## src/rtl/uart_tx_if.sv

```systemverilog
// Transmit-side handshake between the io block (or the bootloader) and the
// UART serialiser: the byte and start request going in, status and line out.
interface uart_tx_if;
  logic [7:0] txd_data;
  logic       transmit;
  logic       txd_done;
  logic       busy;
  logic       txd;

  // Requester side: drives the byte and the transmit level, watches status.
  modport master (
    output txd_data,
    output transmit,
    input  txd_done,
    input  busy,
    input  txd
  );

  // Serialiser side.
  modport slave (
    input  txd_data,
    input  transmit,
    output txd_done,
    output busy,
    output txd
  );
endinterface

```

## src/rtl/uart_tx.sv

```systemverilog
// UART transmitter: a rising edge on transmit (while idle) latches txd_data
// and sends start, 8 data bits LSB first, optional parity and 1 or 2 stop
// bits on txd. txd, txd_done and busy are all registered, so nothing from
// the inputs reaches the outputs combinationally.
module uart_tx #(
  parameter int CLK_HZ    = 50000000,
  parameter int BAUD      = 115200,
  parameter int PARITY    = 0,   // 0 none, 1 even, 2 odd
  parameter int STOP_BITS = 1    // 1 or 2
) (
  input  logic     clk,
  input  logic     rst,
  uart_tx_if.slave tx
);

  localparam int DIV   = CLK_HZ / BAUD;
  localparam int CNT_W = (DIV > 1) ? $clog2(DIV) : 1;
  localparam logic [CNT_W-1:0] CNT_LAST  = CNT_W'(DIV - 1);
  localparam logic             STOP_LAST = (STOP_BITS == 2);

  // Reject parameter sets the bit timing or frame format cannot honour.
  generate
    if (DIV < 2) begin : g_bad_div
      $error("uart_tx: CLK_HZ/BAUD must be at least 2");
    end
    if (PARITY < 0 || PARITY > 2) begin : g_bad_parity
      $error("uart_tx: PARITY must be 0, 1 or 2");
    end
    if (STOP_BITS != 1 && STOP_BITS != 2) begin : g_bad_stop
      $error("uart_tx: STOP_BITS must be 1 or 2");
    end
  endgenerate

  typedef enum logic [2:0] {
    S_IDLE,
    S_START,
    S_DATA,
    S_PARITY,
    S_STOP
  } state_t;

  state_t           state_reg, state_next;
  logic [CNT_W-1:0] cnt_reg, cnt_next;
  logic [2:0]       bit_idx_reg, bit_idx_next;
  logic [7:0]       shift_reg, shift_next;
  logic             parity_reg, parity_next;
  logic             stop_idx_reg, stop_idx_next;
  logic             transmit_q;
  logic             txd_reg, txd_next;
  logic             done_reg, done_next;
  logic             busy_reg, busy_next;
  logic             start;
  logic             bit_end;

  // A new frame is accepted only on a fresh rising edge seen while idle;
  // edges during a frame are simply lost.
  assign start   = tx.transmit & ~transmit_q & (state_reg == S_IDLE);
  assign bit_end = (cnt_reg == CNT_LAST);

  // Next-state, datapath and registered-output decode.
  always_comb begin
    state_next    = state_reg;
    cnt_next      = cnt_reg;
    bit_idx_next  = bit_idx_reg;
    shift_next    = shift_reg;
    parity_next   = parity_reg;
    stop_idx_next = stop_idx_reg;
    txd_next      = 1'b1;
    done_next     = 1'b1;
    busy_next     = 1'b0;

    if (state_reg != S_IDLE) begin
      cnt_next = bit_end ? '0 : cnt_reg + 1'b1;
    end

    case (state_reg)
      S_IDLE: begin
        cnt_next      = '0;
        bit_idx_next  = '0;
        stop_idx_next = 1'b0;
        if (start) begin
          shift_next  = tx.txd_data;
          parity_next = (PARITY == 2) ? ~(^tx.txd_data) : (^tx.txd_data);
          state_next  = S_START;
        end
      end
      S_START: begin
        if (bit_end) begin
          state_next = S_DATA;
        end
      end
      S_DATA: begin
        if (bit_end) begin
          if (bit_idx_reg == 3'd7) begin
            state_next = (PARITY != 0) ? S_PARITY : S_STOP;
          end else begin
            shift_next   = {1'b0, shift_reg[7:1]};
            bit_idx_next = bit_idx_reg + 3'd1;
          end
        end
      end
      S_PARITY: begin
        if (bit_end) begin
          state_next = S_STOP;
        end
      end
      S_STOP: begin
        if (bit_end) begin
          if (stop_idx_reg == STOP_LAST) begin
            state_next = S_IDLE;
          end else begin
            stop_idx_next = 1'b1;
          end
        end
      end
      default: begin
        state_next = S_IDLE;
      end
    endcase

    // Outputs are decoded from the upcoming state so that they appear on
    // the flops exactly when that state becomes current.
    case (state_next)
      S_IDLE:   txd_next = 1'b1;
      S_START:  txd_next = 1'b0;
      S_DATA:   txd_next = shift_next[0];
      S_PARITY: txd_next = parity_next;
      S_STOP:   txd_next = 1'b1;
      default:  txd_next = 1'b1;
    endcase
    done_next = (state_next == S_IDLE);
    busy_next = (state_next != S_IDLE);
  end

  // State and output registers; reset aborts any frame immediately.
  always_ff @(posedge clk or posedge rst) begin
    if (rst) begin
      state_reg    <= S_IDLE;
      cnt_reg      <= '0;
      bit_idx_reg  <= '0;
      shift_reg    <= '0;
      parity_reg   <= 1'b0;
      stop_idx_reg <= 1'b0;
      transmit_q   <= 1'b0;
      txd_reg      <= 1'b1;
      done_reg     <= 1'b1;
      busy_reg     <= 1'b0;
    end else begin
      state_reg    <= state_next;
      cnt_reg      <= cnt_next;
      bit_idx_reg  <= bit_idx_next;
      shift_reg    <= shift_next;
      parity_reg   <= parity_next;
      stop_idx_reg <= stop_idx_next;
      transmit_q   <= tx.transmit;
      txd_reg      <= txd_next;
      done_reg     <= done_next;
      busy_reg     <= busy_next;
    end
  end

  assign tx.txd      = txd_reg;
  assign tx.txd_done = done_reg;
  assign tx.busy     = busy_reg;

endmodule
```

## src/flat_wrapper.sv

```systemverilog
// flat-port wrapper written by rule: the top's interface ports become plain ports
module uart_tx_flat 
#(
  parameter int CLK_HZ    = 50000000,
  parameter int BAUD      = 115200,
  parameter int PARITY    = 0,                           
  parameter int STOP_BITS = 1             
)
  (clk, rst, tx_txd_data, tx_transmit, tx_txd_done, tx_busy, tx_txd);
  uart_tx_if tx_i ();
  input  logic clk;
  input  logic rst;
  input wire logic [$bits(tx_i.txd_data)-1:0] tx_txd_data;
  input wire logic [$bits(tx_i.transmit)-1:0] tx_transmit;
  output wire logic [$bits(tx_i.txd_done)-1:0] tx_txd_done;
  output wire logic [$bits(tx_i.busy)-1:0] tx_busy;
  output wire logic [$bits(tx_i.txd)-1:0] tx_txd;
  assign tx_i.txd_data = tx_txd_data;
  assign tx_i.transmit = tx_transmit;
  assign tx_txd_done = tx_i.txd_done;
  assign tx_busy = tx_i.busy;
  assign tx_txd = tx_i.txd;
  uart_tx #(.CLK_HZ(CLK_HZ), .BAUD(BAUD), .PARITY(PARITY), .STOP_BITS(STOP_BITS)) u_core (.clk(clk), .rst(rst), .tx(tx_i));
endmodule
```

## config.mk

```make
export PLATFORM = sky130hd
export DESIGN_NAME = uart_tx_flat
export DESIGN_NICKNAME = d
export VERILOG_FILES = /design/src/rtl/uart_tx_if.sv /design/src/rtl/uart_tx.sv /design/src/flat_wrapper.sv
export SDC_FILE = /design/constraint.sdc
export NUM_CORES = 1
export LEC_CHECK = 0
export ABC_AREA = 1
export CAP_MARGIN = 5
export CELL_PAD_IN_SITES_DETAIL_PLACEMENT = 1
export CELL_PAD_IN_SITES_GLOBAL_PLACEMENT = 1
export CORE_MARGIN = 2
export CORE_UTILIZATION = 38
export DETAILED_ROUTE_END_ITERATION = 12
export GPL_TIMING_DRIVEN = 0
export PLACE_DENSITY_LB_ADDON = 0.25
export SYNTH_ARGS = -nofsm -noshare
export SYNTH_HDL_FRONTEND = slang
export SYNTH_SLANG_ARGS = --single-unit
```

## constraint.sdc

```tcl
create_clock -name clk -period 1.4 [get_ports clk]
set_clock_uncertainty 0.05 [all_clocks]
set_input_delay 0.28 -clock clk [delete_from_list [all_inputs] [get_ports clk]]
set_output_delay 0.28 -clock clk [all_outputs]
set_load 0.02 [all_outputs]
```

=== After elaboration in Yosys (flattened, before gate mapping) ===
Cells that the tools add are included.

* Add/sub/neg operators: 2
* Multiply operators: 0
* Divide/modulo/power cells: 0
* Magnitude comparators: 0
* Eq/ne operators: 13
* Shift operators: 0
* Multiplexer cells: 24
* Bitwise operators: 3
* Reductions and logical operators: 11

{| class="wikitable"
|+ Operator list
! operator !! count
|-
| $mux 3 || 9
|-
| $mux 9 || 3
|-
| $mux 8 || 3
|-
| $pmux 8 s2 || 1
|-
| $pmux 3 s5 || 1
|-
| $eq 3x2->1 const B || 4
|-
| $add 9x1->9 const B || 1
|-
| $eq 9x9->1 const B || 1
|-
| $reduce_xor 8->1 || 1
|-
| $eq 3x1->1 const B || 2
|-
| $eq 3x3->1 const B || 2
|-
| $logic_not 3->1 || 2
|-
| $ne 2x1->1 const B || 3
|-
| $pmux 3 s2 || 1
|-
| $reduce_bool 2->1 || 3
|-
| $reduce_bool 3->1 || 2
|-
| $mux 1 || 4
|-
| $reduce_and 4->1 || 1
|-
| $add 3x1->3 const B || 1
|-
| $pmux 1 s3 || 1
|-
| $reduce_and 3->1 || 1
|-
| $and 1x1->1 || 2
|-
| $ne 2x2->1 const B || 1
|-
| $pmux 1 s2 || 1
|-
| 2 further kinds || 2
|}

* Register bits: 29
* Latch bits: 0
* Bits in writable memories: 0
* Bits in read-only memories: 0
* Input bits: 11
* Word-level logic and storage cells: 64
* Memories: 0

=== Logic depth before layout (Yosys ltp) ===
Gate-level depths: netlist of the first run.

* Depth in word-level cells: 7
* Gate-level depth with buffers: 11

=== Worst setup path before layout of the first run ===
Ideal clock, no wire load.

* Kind: reg-to-reg
* Start: register u_core.cnt_reg[1]
* End: register u_core.bit_idx_reg[0]
* Setup time: 122 ps
* Data arrival time: 1380 ps
* Data required time: 1228 ps
* Setup slack: -152 ps
* Stages on the path, launching flop included: 12
* Buffers on the path: 0
* Path through: dfrtp_1 > inv_1 > ha_1 > nand2_1 > inv_1 > nand2_2 > nor2_8 > inv_2 > nor2_1 > o21ai_0 > nand2_1 > o21ai_1

* Cells in the longest elaborated chain, start to end: 3

{| class="wikitable"
|+ Ends and longest elaborated chain
! item !! RTL line !! RTL
|-
| from (decl) || uart_tx.sv:43 || <nowiki>logic [CNT_W-1:0] cnt_reg, cnt_next;</nowiki>
|-
| from (signal assigned) || uart_tx.sv:150 || <nowiki>cnt_reg <= cnt_next;</nowiki>
|-
| $eq 9x9->1 || uart_tx.sv:58 || <nowiki>assign bit_end = (cnt_reg == CNT_LAST);</nowiki>
|-
| $ne 2x1->1 (no line) || -- ||
|-
| $reduce_and 3->1 (no line) || -- ||
|-
| to (signal assigned) || uart_tx.sv:151 || <nowiki>bit_idx_reg <= bit_idx_next;</nowiki>
|-
| to (decl) || uart_tx.sv:44 || <nowiki>logic [2:0] bit_idx_reg, bit_idx_next;</nowiki>
|}

Every way passes these cells.
A chain may end at the register's enable or synchronous reset.

=== Worst setup path after layout of the first run ===
* Start: register u_core.cnt_reg[1]
* End: register u_core.shift_reg[1]

* Cells in the longest elaborated chain, start to end: 3

{| class="wikitable"
|+ Ends and longest elaborated chain
! item !! RTL line !! RTL
|-
| $eq 9x9->1 || uart_tx.sv:58 ||
|-
| $ne 2x1->1 (no line) || -- ||
|-
| $reduce_and 4->1 (no line) || -- ||
|-
| to (signal assigned) || uart_tx.sv:152 || <nowiki>shift_reg <= shift_next;</nowiki>
|-
| to (decl) || uart_tx.sv:45 || <nowiki>logic [7:0] shift_reg, shift_next;</nowiki>
|}

Every way passes these cells.

==> key figures, run 1 <==
Detailed routing
  – Vias per inst: 5.20
  – WL/cell: 16.9 um
  – Routed WL: 4.84 mm
  – Drt first pass iters: 4
  – Via Count: 1493
  – DRC: 0
  – Post-route ant nets: 0
  – 1st-iter DRT viols: 50

Worst setup path
  – Kind of start point of the critical path: flip-flop
  – Critical path capture point type: flip-flop
  – Data arrival, critical path: 1.86 ns
  – Critical path class: flip-flop to flip-flop
  – Critical Path RT: 1.55 ns
  – Reg2Reg Depth: 10
  – CP max FO: 8

Die
  – Total Die Area: 0.00482 mm2
  – Die height: 69.4 um
  – I/O Pins: 14
  – Starting density of the core: 40.1%
  – Core area: 0.00406 mm2
  – Rows: 23
  – Die X: 69.4 um

Final layout
  – Area of the multi-input gates: 972 um2
  – Leading cell type in the layout, fill and taps excluded: nand2_1
  – Commonest cells after routing, fill and taps aside: nand2_1 (41), inv_1 (26), dfrtp_1 (26), nor2_1 (17), buf_4 (16)
  – Net count, final: 251
  – Max reg flops: 9
  – Sequential Area: 729 um2
  – Layout overhead on the synthesized area: 41.5%
  – FILL cells: 483
  – Layout cells sized above 1: 35.4%
  – Fin cells: 287
  – Diodes inserted: 0

CTS
  – CTS clk-pin slew, worst paths: 0.07 ns
  – Hold buffers post-CTS: 0
  – Clock buffer count from CTS: 5
  – Clock Tree Root: clkbuf_8
  – Clk_lat worst skew: 0.29 ns
  – Sink Count: 29
  – Number of H-tree levels: 2
  – Clk buf depth: 2
  – CTS tree: built

Run
  – MaxCap Viol Count: 0

Placed design
  – Placed cell count: 259
  – Dpl hpwl: 2.87 mm
  – Final GP Congestion: 0.788
  – Post-Place Setup Slack: -0.448 ns
  – Buffers on Ports: 11

Timing
  – Max-slew headroom: 56.6%
  – Sum of negative setup slack: -4.45 ns
  – Slew Limit Fails: 0
  – Fin crit period: 1.71 ns
  – Setup ws final: -0.312 ns
  – Final hold viol count: 0
  – Max Fclk: 584 MHz
  – Final Setup Violations: 25
  – Unrepaired setup endpoints after global routing: true
  – Period utilisation layout: 122%
  – Worst-Margin Slew: 0.649 ns

Power and ir drop
  – Maximum vdd ir drop: 0.572 mV
  – LEAKAGE: 0.00110 uW
  – Cell Pwr Density: 1210 mW/mm2

Hold path
  – Worst Hold Class: primary input to flip-flop
  – WHS Path Cells: 3

GRT
  – Vias in the first global route: 1602
  – First-pass GRT wire length: 7.42 mm
  – Met1 Track Usage GR: 22.2%
  – Initial antenna violation count: 0
  – GR Util met2: 35.6%
  – Remaining Overflow, GRT: 0
  – GRT busiest layer: met2
  – Largest net degree at the start of global routing: 30
  – GR Layer Usage met3: 4.22%
  – GRT Total Usage: 19.4%

Synthesis
  – Mean Syn Cell Area: 8.21 um2
  – Synth Instances: 198
  – Sequential fraction of the synthesis area: 44.8%
  – Synth cell types: 34
  – Synth Warn #: 0
  – Syn Nets: 213
  – Post-Synthesis Cell Area: 0.00163 mm2
  – Number of synthesized register bits: 29

Outcome
  – Failing checks: negative setup slack
  – Outcome: finished, violations left
## layout make-up
type                       instances  share of cell area, %
multi-input combinational        133                   42.3
sequential                        29                   31.7
timing repair buffer              31                   11.7
inverter                          34                   6.04
clock buffer                       6                   3.59
tap                               50                   2.72
clock inverter                     2                   1.63
buffer                             2                  0.326
## worst max-delay path, cell delays in order, from the launching register on
cell and delay [ns]:
dfrtp_1 0.39, inv_1 0.07, ha_2 0.16, nand2_2 0.06, inv_2 0.08, nand2_4 0.06, nor2_8 0.18, nand3_4 0.20
nand2_8 0.14, nor2_4 0.03, a31oi_1 0.19
## layer usage
metal / up-vias / share of wire, %
met5: - / 0
met4: 0 / 3.1
met3: 13 / 2.5
met2: 25 / 55
met1: 752 / 40
li1: 703 / -
## cell families after synthesis
family	share of synthesized area (%)
AOI/OAI and AO/OA	7.23
xor gates and xnor gates	3.77
DFF	44.8
buffers and inverters	8.46
and+or+nand+nor	32.7
adders and majority gates	3.08
## power by group
part	switching, uW	leakage [uW]	internal, uW
sequential	136	0.000364	994
combinational	399	0.000680	326
clock	359	0.0000574	578
total	894	0.00110	1900
## stage by stage
| step | instance area, um2 | utilization (%) | power, uW | hold slack, ns |
|---|---|---|---|---|
| finish | 2300 | 56.7 | 2790 | 0.360 |
| floorplan | 1660 | - | 1450 | 0.261 |
| detailed placement | 1840 | 45.2 | 1620 | 0.435 |
| CTS | 2080 | 51.2 | 2590 | 0.341 |
| global placement | 1840 | 45.2 | 1570 | 0.411 |
| global route | 2300 | 56.7 | 2960 | 0.412 |
## cells in the mapped netlist, drive strengths merged
cell type,instances,share of area [%]
nand2,50,13
inv,34,8.0
dfrtp,27,42
nor2,24,6.7
nand3,15,6.3
nor3,9,4.2
o21ai,5,1.8
o221ai,5,2.7
a21oi,4,1.5
ha,4,3.1
xnor2,4,2.2
xor2,3,1.6
clkbuf,2,0.46
dfstp,2,3.2
nand4,2,0.77
nor3b,2,0.92
a31oi,1,0.38
and2,1,0.38
nand3b,1,0.46
o2111ai,1,0.54
o22ai,1,0.38
or2,1,0.38
## timing repair
action,4_1_cts,5_1_grt
gates resized for setup,21,34
pin swaps,7,9
gates cloned,0,0
endpoints found under the setup margin,29,27
buffers inserted,9,11
## path summary, 6_finish.rpt
path | slack, ns | start | endpoint
worst min-delay path | 0.36 | tx_txd_data[1] | u_core.shift_reg[1]
min in group asynchronous | 0.38 | rst | u_core.transmit_q
worst min register to register | 0.44 | u_core.bit_idx_reg[2] | u_core.bit_idx_reg[2]
worst max register to register | -0.31 | u_core.cnt_reg[1] | u_core.shift_reg[1]
max in group asynchronous | 0.53 | rst | u_core.state_reg[0]
worst max-delay path | -0.31 | u_core.cnt_reg[1] | u_core.shift_reg[1]
Power figures use the tool's default switching activity.
==> inputs of run 2 (changes only) <==
- CORE_UTILIZATION: 38 -> 26
- REMOVE_ABC_BUFFERS: default -> 1
==> run 2 against run 1 <==
The flow still finishes with violations (negative setup slack); sequential power decreased by 4%; critical path depth up 1; non-clock buffer count shrank 1; sequential share of layout area increased by 1.6 points; largest power group unchanged; highest routed layer unchanged.
==> key figures, run 2 (synthesized netlist as in run 1, its figures left out) <==
Outcome
  – Outcome: finished, violations left
  – Failing checks: negative setup slack

GRT
  – Largest net degree at the start of global routing: 30 (unchanged)
  – Remaining Overflow, GRT: 0 (unchanged)
  – First-pass GRT wire length: 6.91 mm (-6.8%)
  – Initial antenna violation count: 0 (unchanged)
  – Vias in the first global route: 1502 (-6.2%)
  – GRT Total Usage: 12.5% (-6.9 points)

Placed design
  – Final GP Congestion: 0.731 (-7.1%)
  – Dpl hpwl: 2.53 mm (-12%)
  – Buffers on Ports: 13 (+2)
  – Post-Place Cell Area: 0.00184 mm2 (+0.41%)
  – Placed cell count: 284 (+9.7%)

Detailed routing
  – Routed WL: 3.95 mm (-18%)
  – Via Count: 1380 (-7.6%)
  – Drt first pass iters: 4 (unchanged)
  – Post-route ant nets: 0 (unchanged)
  – WL/cell: 12.7 um (-25%)
  – 1st-iter DRT viols: 42 (-16%)
  – Vias per inst: 4.45 (-14%)
  – DRC: 0 (unchanged)

Timing
  – Final Setup Violations: 24 (-4.0%)
  – Final hold viol count: 0 (unchanged)
  – Unrepaired setup endpoints after global routing: true
  – Worst-Margin Slew: 0.662 ns (+0.0127 ns)
  – Setup ws final: -0.222 ns (+0.0901 ns)
  – Hold Slack: 0.266 ns (-0.0942 ns)
  – Max-slew headroom: 55.8% (-0.85 points)
  – Slew Limit Fails: 0 (unchanged)
  – Max Fclk: 617 MHz (+5.6%)
  – Fin crit period: 1.62 ns (-0.0901 ns)
  – Period utilisation layout: 116% (-6.4 points)

Worst setup path
  – Data arrival, critical path: 1.75 ns (-0.11 ns)
  – Reg2Reg Depth: 11 (+1)
  – Crit-path cells: inv_1 -> ha_1 -> nand2_1 -> inv_1 -> nand2_2 -> nor2_8 -> inv_6 -> o21ai_4 -> nand3_2 -> nor2_2 -> inv_1
  – Critical Path RT: 1.52 ns (-0.03 ns)
  – Worst path max stage delay: 0.37 ns (-0.02 ns)
  – CP Capture Point: u_core.tx.busy
  – Slowest cell on the critical path: dfrtp_1
  – Reg2Reg Launch Point: u_core.cnt_reg[1]
  – CP max FO: 7 (-1)
  – Cell mode on critical path: inv_1
  – Worst reg2reg setup slack: -0.22 ns (+0.09 ns)
  – Worst setup path startpoint: u_core.cnt_reg[1]
  – Critical path capture point type: flip-flop
  – Reg2reg end: u_core.tx.busy
  – Kind of start point of the critical path: flip-flop
  – Critical path class: flip-flop to flip-flop

Die
  – Core area: 0.00599 mm2 (+48%)
  – Total Die Area: 0.00690 mm2 (+43%)
  – I/O Pins: 14 (unchanged)
  – Die height: 83.1 um (+20%)
  – Rows: 28 (+22%)
  – Die X: 83.1 um (+20%)
  – Starting density of the core: 27.2% (-13 points)

Final layout
  – Diodes inserted: 0 (unchanged)
  – Net count, final: 250 (-0.40%)
  – Layout overhead on the synthesized area: 35.0%
  – Leading cell type in the layout, fill and taps excluded: nand2_1
  – FILL cells: 704 (+46%)
  – Utilization after layout: 36.7% (-20 points)
  – Layout cells sized above 1: 28.1% (-7.4 points)
  – Design area: 0.00220 mm2 (-4.6%)
  – Max reg flops: 9 (unchanged)
  – Fin cells: 310 (+8.0%)
  – Commonest cells after routing, fill and taps aside: nand2_1 (44), inv_1 (28), dfrtp_1 (24), nor2_1 (19), buf_4 (16)

CTS
  – Number of H-tree levels: 2 (unchanged)
  – Clock buffer count from CTS: 5 (unchanged)
  – Sink Count: 29 (unchanged)
  – Clk_lat worst skew: 0.28 ns (about the same)
  – CTS clk-pin slew, worst paths: 0.06 ns (about the same)
  – Clk buf depth: 2 (unchanged)
  – Clock Tree Root: clkbuf_8
  – Hold buffers post-CTS: 0 (unchanged)
  – CTS tree: built

Power and ir drop
  – Cell Pwr Density: 1080 mW/mm2 (-11%)
  – LEAKAGE: 0.00112 uW (+1.6%)
  – Maximum vdd ir drop: 0.336 mV (-41%)
  – PnR Total Power: 2370 uW (-15%)

Run
  – MaxCap Viol Count: 0 (unchanged)

Hold path
  – Worst Hold Class: primary input to flip-flop
-- run 2: cell count changes in the layout (fill, tap and decap cells not counted), sizes merged --
cell / delta
clkinvlp: -1
clkbuf: -1
dlymetal6s2s: +6
clkdlybuf4s15: -1
dlygate4sd2: +2
clkdlybuf4s50: -6
bufinv: -1
-- run 2: cell type report --
| cell class | instances | area (um2) | share of cell area, % |
|---|---|---|---|
| multi-input combinational | 133 | 857 | 39.0 |
| sequential | 29 | 732 | 33.3 |
| timing repair buffer | 32 | 285 | 13.0 |
| inverter | 34 | 141 | 6.44 |
| tap | 75 | 93.8 | 4.27 |
| clock buffer | 7 | 86.3 | 3.93 |
-- run 2: critical path, delay by kind of cell, from the launching register on --
kind | cells | cell delay (ns)
AND/OR/NAND/NOR | 5 | 0.55
adder cells (fa/ha/maj) | 1 | 0.14
flip-flops | 1 | 0.37
buffers and inverters | 4 | 0.22
AO/OA/AOI/OAI | 1 | 0.17
-- run 2: worst min-delay path by stage --
stage	from	to	slack, ns	cells after the start
final	tx_txd_data[6]	u_core.shift_reg[6]	0.27	3
after global routing	tx_txd_data[5]	u_core.shift_reg[5]	0.32	3
after CTS	rst	u_core.cnt_reg[0]	0.41	2
after detailed placement	u_core.bit_idx_reg[1]	u_core.bit_idx_reg[1]	0.42	2
after global placement	u_core.bit_idx_reg[1]	u_core.bit_idx_reg[1]	0.41	2
after floorplan	tx_transmit	u_core.transmit_q	0.26	0
-- run 2: metal layers --
layer / wire [um] / GRT usage, % / vias up / share of wire, %
li1: - / - / 707 / -
met1: 1860 / 15.8 / 648 / 47
met2: 1900 / 20.2 / 19 / 48
met3: 105 / 2.98 / 6 / 2.7
met4: 86 / 5.81 / 0 / 2.2
met5: 0 / 0 / - / 0
-- run 2: what timing repair did --
action                                  4_1_cts  5_1_grt
endpoints found under the setup margin       55       27
endpoints found under the hold margin         0        0
gates resized for setup                      38       12
pin swaps                                     8        7
buffers inserted                             11        8
-- run 2: where the power goes --
group / switching, uW / leakage [uW] / total, uW / internal [uW]
Clock: 309 / 0.0000443 / 698 / 389
Combinational: 297 / 0.000714 / 583 / 286
Sequential: 94.0 / 0.000361 / 1090 / 994
-- run 2: per-stage QoR --
step	setup slack [ns]	TNS, ns
floorplan	-0.152	-0.791
global placement	-0.443	-17.25
detailed placement	-0.447	-18.72
CTS	-0.203	-2.54
global route	-0.358	-6.08
finish	-0.222	-3.19
